--- config.mk ---
export PLATFORM = sky130hd
export DESIGN_NAME = seq_stream_ctrl_flat
export DESIGN_NICKNAME = d
export VERILOG_FILES = /design/src/rtl/seq_stream_ctrl_if.sv /design/src/rtl/seq_stream_ctrl.sv /design/src/flat_wrapper.sv
export SDC_FILE = /design/constraint.sdc
export NUM_CORES = 1
export LEC_CHECK = 0
export ABC_AREA = 1
export CAP_MARGIN = 20
export CORE_MARGIN = 2
export CORE_UTILIZATION = 38
export DETAILED_ROUTE_END_ITERATION = 6
export SLEW_MARGIN = 10
export SYNTH_ARGS = -nofsm -noshare
export SYNTH_HDL_FRONTEND = slang
export SYNTH_SLANG_ARGS = --single-unit
--- constraint.sdc ---
create_clock -name clk -period 2.2 [get_ports clk]
set_input_delay 0.33 -clock clk [delete_from_list [all_inputs] [get_ports clk]]
set_output_delay 0.33 -clock clk [all_outputs]
set_load 0.005 [all_outputs]
--- src/rtl/seq_stream_ctrl_if.sv ---
// Word-wide valid/ready input channel feeding seq_stream_ctrl.
// The producer side uses master, the controller uses slave.
interface seq_stream_ctrl_if #(
    parameter int unsigned WORD_W = 16
);
    logic              in_valid;
    logic              in_ready;
    logic [WORD_W-1:0] in_data;

    modport master (output in_valid, output in_data, input in_ready);
    modport slave  (input in_valid, input in_data, output in_ready);
endinterface

--- src/rtl/seq_stream_ctrl.sv ---
// Serialises accepted words MSB first into a programmable pattern matcher
// whose bit history runs continuously across words; counts hits with saturation.
module seq_stream_ctrl #(
    parameter int unsigned WORD_W  = 16,
    parameter int unsigned PAT_MAX = 8,
    parameter int unsigned CNT_W   = 8,
    localparam int unsigned LEN_W  = $clog2(PAT_MAX) + 1
) (
    input  logic               clk,
    input  logic               rst,
    input  logic               clr,
    input  logic               cfg_we,
    input  logic [PAT_MAX-1:0] cfg_pattern,
    input  logic [LEN_W-1:0]   cfg_len,
    input  logic               cfg_overlap,
    output logic               cfg_err,
    seq_stream_ctrl_if.slave   in_bus,
    output logic               ser_valid,
    output logic               ser_bit,
    output logic               match,
    output logic [CNT_W-1:0]   match_cnt,
    output logic               done,
    output logic               busy
);
    localparam int unsigned IDX_W = $clog2(WORD_W);

    typedef enum logic [1:0] {IDLE, SHIFT, DONE} state_t;

    state_t             state;
    logic [WORD_W-1:0]  sreg;
    logic [IDX_W-1:0]   idx;
    logic [PAT_MAX-1:0] hist;
    logic [LEN_W-1:0]   hist_cnt;
    logic [PAT_MAX-1:0] pattern;
    logic [LEN_W-1:0]   len;
    logic               overlap;

    logic [PAT_MAX-1:0] nxt_hist;
    logic [LEN_W-1:0]   nxt_cnt;
    logic [PAT_MAX-1:0] mask;
    logic               hit;
    logic               cfg_ok;
    logic               accept;

    always_comb begin
        nxt_hist = {hist[PAT_MAX-2:0], ser_bit};
        nxt_cnt  = (hist_cnt >= LEN_W'(PAT_MAX)) ? hist_cnt : hist_cnt + LEN_W'(1);
        mask     = '0;
        for (int unsigned i = 0; i < PAT_MAX; i++) begin
            mask[i] = (i < 32'(len));
        end
        // a clr in the same cycle discards the bit, so no hit may be reported
        hit    = (state == SHIFT) && !clr && (nxt_cnt >= len) &&
                 (((nxt_hist ^ pattern) & mask) == '0);
        cfg_ok = cfg_we && (state == IDLE) &&
                 (cfg_len != '0) && (cfg_len <= LEN_W'(PAT_MAX));
        accept = (state == IDLE) && in_bus.in_valid && in_bus.in_ready;
    end

    always_ff @(posedge clk or posedge rst) begin
        if (rst) begin
            state           <= IDLE;
            sreg            <= '0;
            idx             <= '0;
            in_bus.in_ready <= 1'b1;
            busy            <= 1'b0;
            done            <= 1'b0;
            match           <= 1'b0;
            cfg_err         <= 1'b0;
            ser_valid       <= 1'b0;
            ser_bit         <= 1'b0;
            match_cnt       <= '0;
            hist            <= '0;
            hist_cnt        <= '0;
            pattern         <= PAT_MAX'(4'b1010);
            len             <= LEN_W'(4);
            overlap         <= 1'b1;
        end else begin
            done    <= 1'b0;
            match   <= hit;
            cfg_err <= cfg_we && !cfg_ok;

            if (cfg_ok) begin
                pattern <= cfg_pattern;
                len     <= cfg_len;
                overlap <= cfg_overlap;
            end

            case (state)
                IDLE: begin
                    if (accept) begin
                        sreg            <= {in_bus.in_data[WORD_W-2:0], 1'b0};
                        ser_bit         <= in_bus.in_data[WORD_W-1];
                        ser_valid       <= 1'b1;
                        idx             <= '0;
                        in_bus.in_ready <= 1'b0;
                        busy            <= 1'b1;
                        state           <= SHIFT;
                    end
                end
                SHIFT: begin
                    if (idx == IDX_W'(WORD_W - 1)) begin
                        ser_valid <= 1'b0;
                        ser_bit   <= 1'b0;
                        done      <= 1'b1;
                        state     <= DONE;
                    end else begin
                        ser_bit <= sreg[WORD_W-1];
                        sreg    <= sreg << 1;
                        idx     <= idx + IDX_W'(1);
                    end
                end
                DONE: begin
                    busy            <= 1'b0;
                    in_bus.in_ready <= 1'b1;
                    state           <= IDLE;
                end
                default: state <= IDLE;
            endcase

            if (clr || cfg_ok) begin
                hist      <= '0;
                hist_cnt  <= '0;
                match_cnt <= '0;
            end else if (state == SHIFT) begin
                hist     <= nxt_hist;
                hist_cnt <= (hit && !overlap) ? '0 : nxt_cnt;
                if (hit && (match_cnt != '1)) begin
                    match_cnt <= match_cnt + CNT_W'(1);
                end
            end
        end
    end
endmodule

--- src/flat_wrapper.sv ---
// flat-port wrapper written by rule: the top's interface ports become plain ports
module seq_stream_ctrl_flat 
#(
    parameter int unsigned WORD_W  = 16,
    parameter int unsigned PAT_MAX = 8,
    parameter int unsigned CNT_W   = 8,
    localparam int unsigned LEN_W  = $clog2(PAT_MAX) + 1
)
  (clk, rst, clr, cfg_we, cfg_pattern, cfg_len, cfg_overlap, cfg_err, ser_valid, ser_bit, match, match_cnt, done, busy, in_bus_in_valid, in_bus_in_data, in_bus_in_ready);
  seq_stream_ctrl_if #(.WORD_W(WORD_W)) in_bus_i ();
  input  logic clk;
  input  logic rst;
  input  logic clr;
  input  logic cfg_we;
  input  logic [PAT_MAX-1:0] cfg_pattern;
  input  logic [LEN_W-1:0] cfg_len;
  input  logic cfg_overlap;
  output logic cfg_err;
  output logic ser_valid;
  output logic ser_bit;
  output logic match;
  output logic [CNT_W-1:0] match_cnt;
  output logic done;
  output logic busy;
  input wire logic [$bits(in_bus_i.in_valid)-1:0] in_bus_in_valid;
  input wire logic [$bits(in_bus_i.in_data)-1:0] in_bus_in_data;
  output wire logic [$bits(in_bus_i.in_ready)-1:0] in_bus_in_ready;
  assign in_bus_i.in_valid = in_bus_in_valid;
  assign in_bus_i.in_data = in_bus_in_data;
  assign in_bus_in_ready = in_bus_i.in_ready;
  seq_stream_ctrl #(.WORD_W(WORD_W), .PAT_MAX(PAT_MAX), .CNT_W(CNT_W)) u_core (.clk(clk), .rst(rst), .clr(clr), .cfg_we(cfg_we), .cfg_pattern(cfg_pattern), .cfg_len(cfg_len), .cfg_overlap(cfg_overlap), .cfg_err(cfg_err), .in_bus(in_bus_i), .ser_valid(ser_valid), .ser_bit(ser_bit), .match(match), .match_cnt(match_cnt), .done(done), .busy(busy));
endmodule
==> results of run 1 <==
-- kinds of logic after synthesis --
family	after synthesis	synth area share, %
xor gates and xnor gates	9	2.53
AOI/OAI and AO/OA	54	10.1
DFF	60	48.3
and+or+nand+nor	179	26.7
buffers and inverters	73	9.10
adders and majority gates	8	3.21
-- power breakdown --
group	internal [mW]	switching, mW
clock network	0.698	0.421
registers	1.51	0.219
logic	0.751	1.15
-- timing repair --
item,CTS,global route
setup endpoints to repair,0,12
setup buffers,0,1
gates resized for setup,0,8
-- state kept, by name (all words and copies together) (netlist names) --
register                count
u_core.cfg_err              1
u_core.state                2
u_core.in_bus.in_ready      1
u_core.pattern              8
u_core.hist                 7
u_core.overlap              1
u_core.len                  4
u_core.sreg                15
u_core.busy                 1
u_core.idx                  4
u_core.done                 1
u_core.ser_bit              1
u_core.match                1
u_core.ser_valid            1
u_core.match_cnt            8
u_core.hist_cnt             4
-- final timing paths --
path                               startpoint                     end  slack (ns)  cells after the start
min                                       rst         u_core.sreg[11]        0.37                      3
min in group clk            u_core.pattern[3]       u_core.pattern[3]        0.48                      2
min reg2reg                 u_core.pattern[3]       u_core.pattern[3]        0.48                      2
max                        u_core.hist_cnt[0]     u_core.match_cnt[6]        0.20                      9
max reg2reg                u_core.hist_cnt[0]     u_core.match_cnt[6]        0.20                      9
max in group asynchronous                 rst  u_core.in_bus.in_ready        1.53                      3
-- tightest hold or removal path, cell delays in order --
cell and delay (ns):
clkdlybuf4s50_1 0.41, inv_2 0.07, buf_12 0.28
-- metrics by stage --
stage | hold WS (ns) | util [%] | setup slack (ns) | area [µm²]
floorplan | 0.420 | - | 0.269 | 3120
finish | 0.370 | 49.7 | 0.201 | 4030
global route | 0.385 | 49.7 | 0.0467 | 4030
global placement | 0.469 | 46.3 | 0.158 | 3740
CTS | 0.361 | 49.1 | 0.0492 | 3970
detailed placement | 0.480 | 46.3 | 0.0576 | 3740
-- area by class of cell --
class	instances	area, µm²	area share, %
inverter	63	236	5.88
multi-input combinational	251	1380	34.2
sequential	60	1510	37.5
clock buffer	12	155	3.85
clock inverter	4	72.6	1.80
timing repair buffer	55	546	13.6
tap	105	131	3.26
-- synthesized netlist by cell type, drive strengths merged (3+ instances only) --
library cell  count  area share [%]
a21oi             3            0.48
buf               8             1.3
dfrtp            55              44
dfstp             5             4.2
ha                8             3.2
inv              63             7.6
nand2           117              15
nand3            26             4.6
nand4            10             2.2
nor2             25             4.4
o211ai           13             3.1
o21ai            30             4.8
o22ai             6             1.2
xor2              8             2.2
-- layer usage --
layer | global-route usage (%) | routed length, µm | up-vias
li1 | - | - | 1338
met3 | 6.38 | 352 | 9
met2 | 27.0 | 2980 | 47
met4 | 5.19 | 124 | 0
met5 | 0 | 0 | -
met1 | 18.6 | 2690 | 1167
==> impl_metrics.xml, run 1 <==
<?xml version="1.0" encoding="UTF-8"?>
<metrics>
  <group name="yosys">
    <metric name="synth_sequential_area_ratio" unit="%">48.3</metric>
    <metric name="synthFlopType" unit="">dfrtp_1</metric>
    <metric name="syn-cell-area" unit="mm²">0.00312</metric>
    <metric name="synthesis.area_per_instance" unit="µm²">8.15</metric>
    <metric name="nets_in_the_synthesized_netlist" unit="">425</metric>
    <metric name="ys.warnings.count" unit="">0</metric>
    <metric name="synth-edff-count" unit="">0</metric>
    <metric name="postSynthCellCount" unit="">383</metric>
    <metric name="ys_seq_elements" unit="">60</metric>
    <metric name="yosys.cell_types.count" unit="">28</metric>
    <metric name="ffs_w_async_s_r_synth" unit="%">100</metric>
  </group>
  <group name="critical_path">
    <metric name="critical-path-top-delay-family" unit="">compound AO/OA/AOI/OAI gates</metric>
    <metric name="timing.critical_path.buf_inv" unit="">1</metric>
    <metric name="critPathArrivalTime" unit="ns">2.23</metric>
    <metric name="timing.critical_path.from_type" unit="">flip-flop</metric>
    <metric name="critical_path.slowest_cell" unit="">o31ai_1</metric>
    <metric name="crit_path_kind" unit="">reg2reg</metric>
    <metric name="timing.critical_path.cells" unit="">inv_1 -&gt; o31ai_1 -&gt; ha_1 -&gt; a21oi_1 -&gt; nand2_2 -&gt; nand3_4 -&gt; nor2_8 -&gt; nand4_1 -&gt; nand2_1</metric>
    <metric name="cp.required" unit="ns">2.43</metric>
    <metric name="cp-end-kind" unit="">flip-flop</metric>
    <metric name="crit_fanout" unit="">5</metric>
    <metric name="crit_path_max_incr_delay" unit="ns">0.42</metric>
  </group>
  <group name="finish">
    <metric name="fill_cells" unit="">807</metric>
    <metric name="final_common_cell" unit="">nand2_1</metric>
    <metric name="antenna-diode-count" unit="">0</metric>
    <metric name="layout-drive-gt1-share" unit="%">12.6</metric>
    <metric name="flow.area_growth_from_synthesis" unit="%">28.9</metric>
    <metric name="finalNetCount" unit="">482</metric>
    <metric name="top_library_cells_by_usage_in_the_layout_fill_and_taps_aside" unit="">nand2_1, inv_1, dfrtp_1</metric>
    <metric name="layout.cells.non_filler" unit="">550</metric>
  </group>
  <group name="clock_network">
    <metric name="cts_tree" unit="">yes</metric>
    <metric name="clk_pin_slew_worst_paths" unit="ns">0.06</metric>
    <metric name="clk_latency" unit="ns">0.34</metric>
    <metric name="cts.root.buffer_cell" unit="">clkbuf_8</metric>
    <metric name="htree_levels" unit="">3</metric>
    <metric name="cts_made_buffers" unit="">9</metric>
    <metric name="clockBufferDepth" unit="">2</metric>
    <metric name="clkSinkCount" unit="">60</metric>
    <metric name="cts_hold_buf" unit="">0</metric>
  </group>
  <group name="sta">
    <metric name="skew_final" unit="ns">0.0115</metric>
    <metric name="grt_setup_unrepaired" unit="">false</metric>
    <metric name="finalCritPeriodShare" unit="%">90.9</metric>
    <metric name="worst-slew-pin-transition" unit="ns">0.430</metric>
    <metric name="maxSlewHeadroom" unit="%">71.1</metric>
    <metric name="finalSetupViolations" unit="">0</metric>
    <metric name="slew_violations" unit="">0</metric>
    <metric name="layout_min_cycle_time" unit="ns">2.00</metric>
    <metric name="fmax" unit="GHz">0.500</metric>
    <metric name="hold_viol" unit="">0</metric>
    <metric name="timing.setup.tns" unit="ns">0</metric>
  </group>
  <group name="global_routing">
    <metric name="grt_start_max_net_pins" unit="">61</metric>
    <metric name="groute.usage.overall" unit="%">16.0</metric>
    <metric name="grt-ovfl-total" unit="">0</metric>
    <metric name="antenna_violations_before_repair" unit="">0</metric>
    <metric name="wire_length_of_the_first_global_routing_pass" unit="µm">11000</metric>
    <metric name="first_global_vias" unit="">2492</metric>
  </group>
  <group name="power">
    <metric name="vdd_drop_max" unit="V">0.000661</metric>
    <metric name="cellLeakagePower" unit="nW">1.99</metric>
    <metric name="power_density" unit="mW/mm²">1180</metric>
    <metric name="power" unit="mW">4.75</metric>
  </group>
  <group name="drt">
    <metric name="wl_per_cell" unit="µm">11.2</metric>
    <metric name="route.final.wire_length" unit="µm">6150</metric>
    <metric name="via_count" unit="">2561</metric>
    <metric name="postRouteAntennaNets" unit="">0</metric>
    <metric name="initialDrtViolationCount" unit="">103</metric>
    <metric name="remaining_drc_errors" unit="">0</metric>
    <metric name="firstDrtPassIters" unit="">4</metric>
    <metric name="detail_route.vias_per_cell" unit="">4.66</metric>
  </group>
  <group name="placement">
    <metric name="hpwl" unit="µm">4360</metric>
    <metric name="port_buffers" unit="">48</metric>
    <metric name="numPlacedInstances" unit="">532</metric>
    <metric name="globalplace.congestion" unit="">0.794</metric>
  </group>
  <group name="flow_run">
    <metric name="drv_cap" unit="">0</metric>
  </group>
  <group name="die">
    <metric name="die_h" unit="µm">94.6</metric>
    <metric name="fp-row-count" unit="">33</metric>
    <metric name="effective_utilization_at_floorplan" unit="%">38.6</metric>
    <metric name="total_core_area" unit="mm²">0.00809</metric>
    <metric name="top_level_pins" unit="">49</metric>
    <metric name="dieWidth" unit="µm">94.6</metric>
    <metric name="floorplan.die_area" unit="mm²">0.00896</metric>
  </group>
  <group name="hold_path">
    <metric name="hold_class" unit="">in2async</metric>
  </group>
  <group name="outcome">
    <metric name="run_status" unit="">finished clean</metric>
  </group>
</metrics>
No activity file was read; power rests on OpenSTA's default activity.
==> run 2, diff against run 1 <==
--- a/config.mk
+++ b/config.mk
@@ -6,7 +6,6 @@
 export NUM_CORES = 1
 export LEC_CHECK = 0
 export ABC_AREA = 1
-export CAP_MARGIN = 20
 export CORE_MARGIN = 2
 export CORE_UTILIZATION = 38
 export DETAILED_ROUTE_END_ITERATION = 6
==> results of run 2 <==
The final DEF is identical to that of run 1; final timing and power are the same.
==> RTL change 1, RTL diff (flow settings as in run 2) <==
Reset style: synchronous (`rst`), changed in one clocked block.
--- a/src/rtl/seq_stream_ctrl.sv
+++ b/src/rtl/seq_stream_ctrl.sv
@@ -58,5 +58,5 @@
     end
 
-    always_ff @(posedge clk or posedge rst) begin
+    always_ff @(posedge clk) begin
         if (rst) begin
             state           <= IDLE;
Function: differs if rst is asserted again (counterexample within 4 cycles, from zero or initial values and one cycle with rst high); with rst held inactive, the same outputs for 10 cycles.
==> RTL change 1 against run 2 <==
Synthesized cell count increased by 3.4%. Count of clock-buffer cells in the layout up 1. Wire length rose by 7.0%. Cell count grew 0.55%. Critical path type unchanged. Area after synthesis is 7.5% lower. Hold slack improved by 0.084 ns. Critical endpoint is now u_core.match_cnt[7]. Largest cell class is now multi-input gates. Critical path depth rose by 4. Final area shrank 7.7%. Sequential cell count stayed put. Setup slack lost 0.027 ns.
Power is not compared: it rests on default switching activity, and its combinational part moved more than twofold at a synthesized area within 25%.
==> RTL change 1: results (changes against run 2) <==
[outcome]
status = finished, final reports clean

[synth]
synth_fp_nets = 438  ; +3.1%
async_flop_share_pct = 0  ; -100 points
ys_types = 35  ; +25%
synthCells = 396  ; +3.4%
synth_commonest_cells = nand2_1 (116), dfxtp_1 (60), inv_1 (42)
synthTopCellsByArea = dfxtp_1 (42%), nand2_1 (15%), inv_1 (5.5%)
seq_area_frac_synth_pct = 41.6  ; -6.7 points
ys.flop_type = dfxtp_1

[finish]
drive_gt1_share_pct = 11.2  ; -1.4 points
num-fill-cells = 721  ; -11%

[setup_path]
critPathLaunch = u_core.hist_cnt[0]
worstReg2RegStart = u_core.hist_cnt[0]
arrival_ns = 2.29  ; +0.06 ns
r2r-end = u_core.match_cnt[7]
reg2reg_depth = 13  ; +4
critPathTopFamily = adder cells
crit_fanout = 8  ; +3
cpPeakStageDelay_ns = 0.35  ; -0.07 ns
rrSetupSlack_ns = 0.17  ; -0.03 ns

[detailed_routing]
via_per_inst = 4.83  ; +3.8%
drt_first_pass_iters = 5  ; +1
wl_met3_um = 372  ; +5.7%
drt-met1-wl_mm = 3.05  ; +14%
postRouteWirelength_mm = 6.58  ; +7.0%
vias = 2672  ; +4.3%
wl_met2_mm = 3.10  ; +3.8%

[sta]
holdWs_ns = 0.454  ; +0.0843 ns
clock_skew_ns = 0.00551  ; -0.00600 ns

[place]
dp_cells = 536  ; +0.75%
post-place-ws_ns = 0.106  ; +0.0488 ns
place_hpwl_mm = 4.62  ; +5.9%

[global_route]
grt_max_degree = 26  ; -57%
met1_usage_pct = 20.6  ; +2.0 points
grtUsageMet3_pct = 6.72  ; +0.34 points
grt_pass1_wl_mm = 11.6  ; +4.9%
grtUsageTotal_pct = 17.2  ; +1.2 points

[hold_path]
min_path_type = reg -> reg
worstHoldStart = u_core.busy

[power_and_ir_drop]
leakagePower_nw = 1.51

==> RTL change 1: cell count changes in the layout (fill, tap and decap cells not counted), sizes merged, moves of 7 or more <==
cell and change:
inv -17, dfrtp -55, o211ai -10, nor3 +7, dfxtp +60, a31oi +14
a21oi +29
==> RTL change 1: worst max path at each step <==
stage	to	slack, ns	cells past startpoint
5_1_grt	u_core.match_cnt[5]	-0.002	13
4_1_cts	u_core.match_cnt[4]	0.1	12
2_1_floorplan	u_core.match_cnt[1]	0.34	13
3_5_place_dp	u_core.match_cnt[4]	0.11	12
6_report	u_core.match_cnt[7]	0.17	13
3_3_place_gp	u_core.match_cnt[5]	0.18	12
==> RTL change 1: layout make-up <==
cell class | count | area [um2] | share of cell area, %
Tap cell | 99 | 124 | 3.33
Multi-Input combinational cell | 275 | 1490 | 40.1
Clock inverter | 2 | 10.0 | 0.269
Clock buffer | 13 | 159 | 4.28
Sequential cell | 60 | 1200 | 32.4
Inverter | 46 | 173 | 4.65
Timing Repair Buffer | 58 | 556 | 15.0
==> RTL change 1: stage by stage <==
| step | area (um2) | utilization [%] |
|---|---|---|
| 6_report | 3710 | 50.9 |
| 5_1_grt | 3710 | 50.9 |
| 4_1_cts | 3650 | 50.1 |
| 3_5_place_dp | 3490 | 47.8 |
| 3_3_place_gp | 3490 | 47.8 |
| 2_1_floorplan | 2890 | - |
==> RTL change 1: logic make-up after synthesis <==
| family | share of synthesized area [%] |
|---|---|
| AND/OR/NAND/NOR | 28.6 |
| AO/OA/AOI/OAI | 15.1 |
| buffers and inverters | 8.24 |
| flip-flops | 41.6 |
| XOR/XNOR | 3.03 |
| adder cells (fa/ha/maj) | 3.47 |
==> RTL change 1: worst min-delay path: stages (launching register included) <==
cell and delay [ns]:
dfxtp_1 0.31, nand2_1 0.06, nand2_1 0.05
==> RTL change 2, RTL diff (settings of run 2) <==
Without the edit above. `WORD_W` is set to 16 in 3 places; all go to 8.
--- a/src/rtl/seq_stream_ctrl_if.sv
+++ b/src/rtl/seq_stream_ctrl_if.sv
@@ -2,5 +2,5 @@
 // The producer side uses master, the controller uses slave.
 interface seq_stream_ctrl_if #(
-    parameter int unsigned WORD_W = 16
+    parameter int unsigned WORD_W = 8
 );
     logic              in_valid;
--- a/src/rtl/seq_stream_ctrl.sv
+++ b/src/rtl/seq_stream_ctrl.sv
@@ -2,5 +2,5 @@
 // whose bit history runs continuously across words; counts hits with saturation.
 module seq_stream_ctrl #(
-    parameter int unsigned WORD_W  = 16,
+    parameter int unsigned WORD_W  = 8,
     parameter int unsigned PAT_MAX = 8,
     parameter int unsigned CNT_W   = 8,
--- a/src/flat_wrapper.sv
+++ b/src/flat_wrapper.sv
@@ -2,5 +2,5 @@
 module seq_stream_ctrl_flat 
 #(
-    parameter int unsigned WORD_W  = 16,
+    parameter int unsigned WORD_W  = 8,
     parameter int unsigned PAT_MAX = 8,
     parameter int unsigned CNT_W   = 8,
Interface: changed (resized in_bus_in_data); port bits go from 49 to 41. No check against the original RTL was run, so the function may have changed too.
==> RTL change 2 against run 2 <==
Total power down 25%. Area after synthesis down 14%. Final area down 17%. Setup slack worse by 0.013 ns. Synthesized cell count down 13%. Clock power down 52%. Largest power group unchanged. Sequential cell count down 9. Critical path depth up 3. Critical path type unchanged. Wire length down 14%. Largest cell class unchanged. Die area down 14%. Global-route usage down 0.80 points.
==> RTL change 2: results (changes against run 2) <==
[synth]
ys_ff_latch = 51  ; -15%
synth_fp_nets = 367  ; -14%
synth_commonest_cells = nand2_1 (100), inv_1 (48), dfrtp_1 (46)
seq_area_frac_synth_pct = 47.9  ; -0.38 points
synthTopCellsByArea = dfrtp_1 (43%), nand2_1 (14%), inv_1 (6.7%)
ys_types = 31  ; +11%

[global_route]
grt_max_degree = 52  ; -15%
grt_pass1_wl_mm = 9.25  ; -16%
grt_pass1_vias = 2107  ; -15%

[place]
place_hpwl_mm = 3.81  ; -13%
dpl_cell_area_um2 = 3200  ; -14%
place_congestion = 0.786  ; -0.97%
port_buffers = 40  ; -17%

[clock_tree]
h-tree-depth = 2  ; -1
clk_latency_ns = 0.30  ; -0.04 ns

[detailed_routing]
postRouteWirelength_mm = 5.26  ; -14%
initialDrtViolationCount = 89  ; -14%
via_per_inst = 4.55  ; -2.3%

[finish]
bufAreaShareNonClock_pct = 13.9  ; +0.31 points
clkbuf_count = 6  ; -6
clk_share_pct = 2.65  ; -3.0 points
reg_top3 = u_core.match_cnt x8, u_core.pattern x8
num-fill-cells = 662  ; -18%
multi_input_comb_cells = 223  ; -11%
drive_gt1_share_pct = 11.8  ; -0.77 points
nNonClkInverters = 52  ; -17%
fin_nets = 415  ; -14%
regArea_um2 = 1280  ; -15%

[setup_path]
crit_fanout = 8  ; +3
critPathTopFamily = adder cells
crit_path_top_delay_cell = dfrtp_1
r2r-end = u_core.match_cnt[5]

[outcome]
status = finished, final reports clean

[power_and_ir_drop]
peakVddDrop_v = 0.000449  ; -32%

RTL change 2: cell types whose count changed after synthesis, sizes merged, moves of 8 or more:
cell / run 2 / this run
o21ai: 30 / 22
dfrtp: 55 / 46
o211ai: 13 / 3
inv: 63 / 52
nand2: 117 / 106
RTL change 2: cells by family (layout without fill, tap and decap cells):
group                      Yosys count  in the layout  share of synthesized area [%]
buffers and inverters               59            107                           8.88
adders and majority gates            9              9                           4.21
DFF                                 51             51                           47.9
and+or+nand+nor                    167            168                           28.4
AOI/OAI and AO/OA                   38             38                           7.99
xor gates and xnor gates             8              8                           2.62
RTL change 2: where the power goes:
part / switching [mW] / internal, mW / leakage, nW
clock network: 0.313 / 0.229 / 0.0418
registers: 0.181 / 1.26 / 0.644
logic: 0.973 / 0.620 / 0.963
total: 1.47 / 2.11 / 1.65
RTL change 2: repair_timing:
item	4_1_cts	5_1_grt
buffers inserted	0	2
setup endpoints to repair	0	12
resized for setup	0	7
RTL change 2: how the worst max path moves through the flow:
stage / slack, ns / to / from
6_report: 0.19 / u_core.match_cnt[5] / u_core.hist_cnt[0]
3_3_place_gp: 0.14 / u_core.hist_cnt[2] / u_core.hist_cnt[0]
4_1_cts: 0.04 / u_core.hist_cnt[3] / u_core.hist_cnt[0]
5_1_grt: -0.003 / u_core.match_cnt[0] / u_core.hist_cnt[0]
3_5_place_dp: 0.06 / u_core.hist_cnt[3] / u_core.hist_cnt[0]
2_1_floorplan: 0.26 / u_core.hist_cnt[1] / u_core.hist_cnt[0]
RTL change 2: per-layer routing:
layer  vias up  global-route usage [%]  routed length [um]
met5         -                       0                   0
met1       984                    20.0                2590
li1       1146                       -                   -
met2        31                    24.9                2440
met4         0                    5.03                  69
met3         8                    3.49                 165
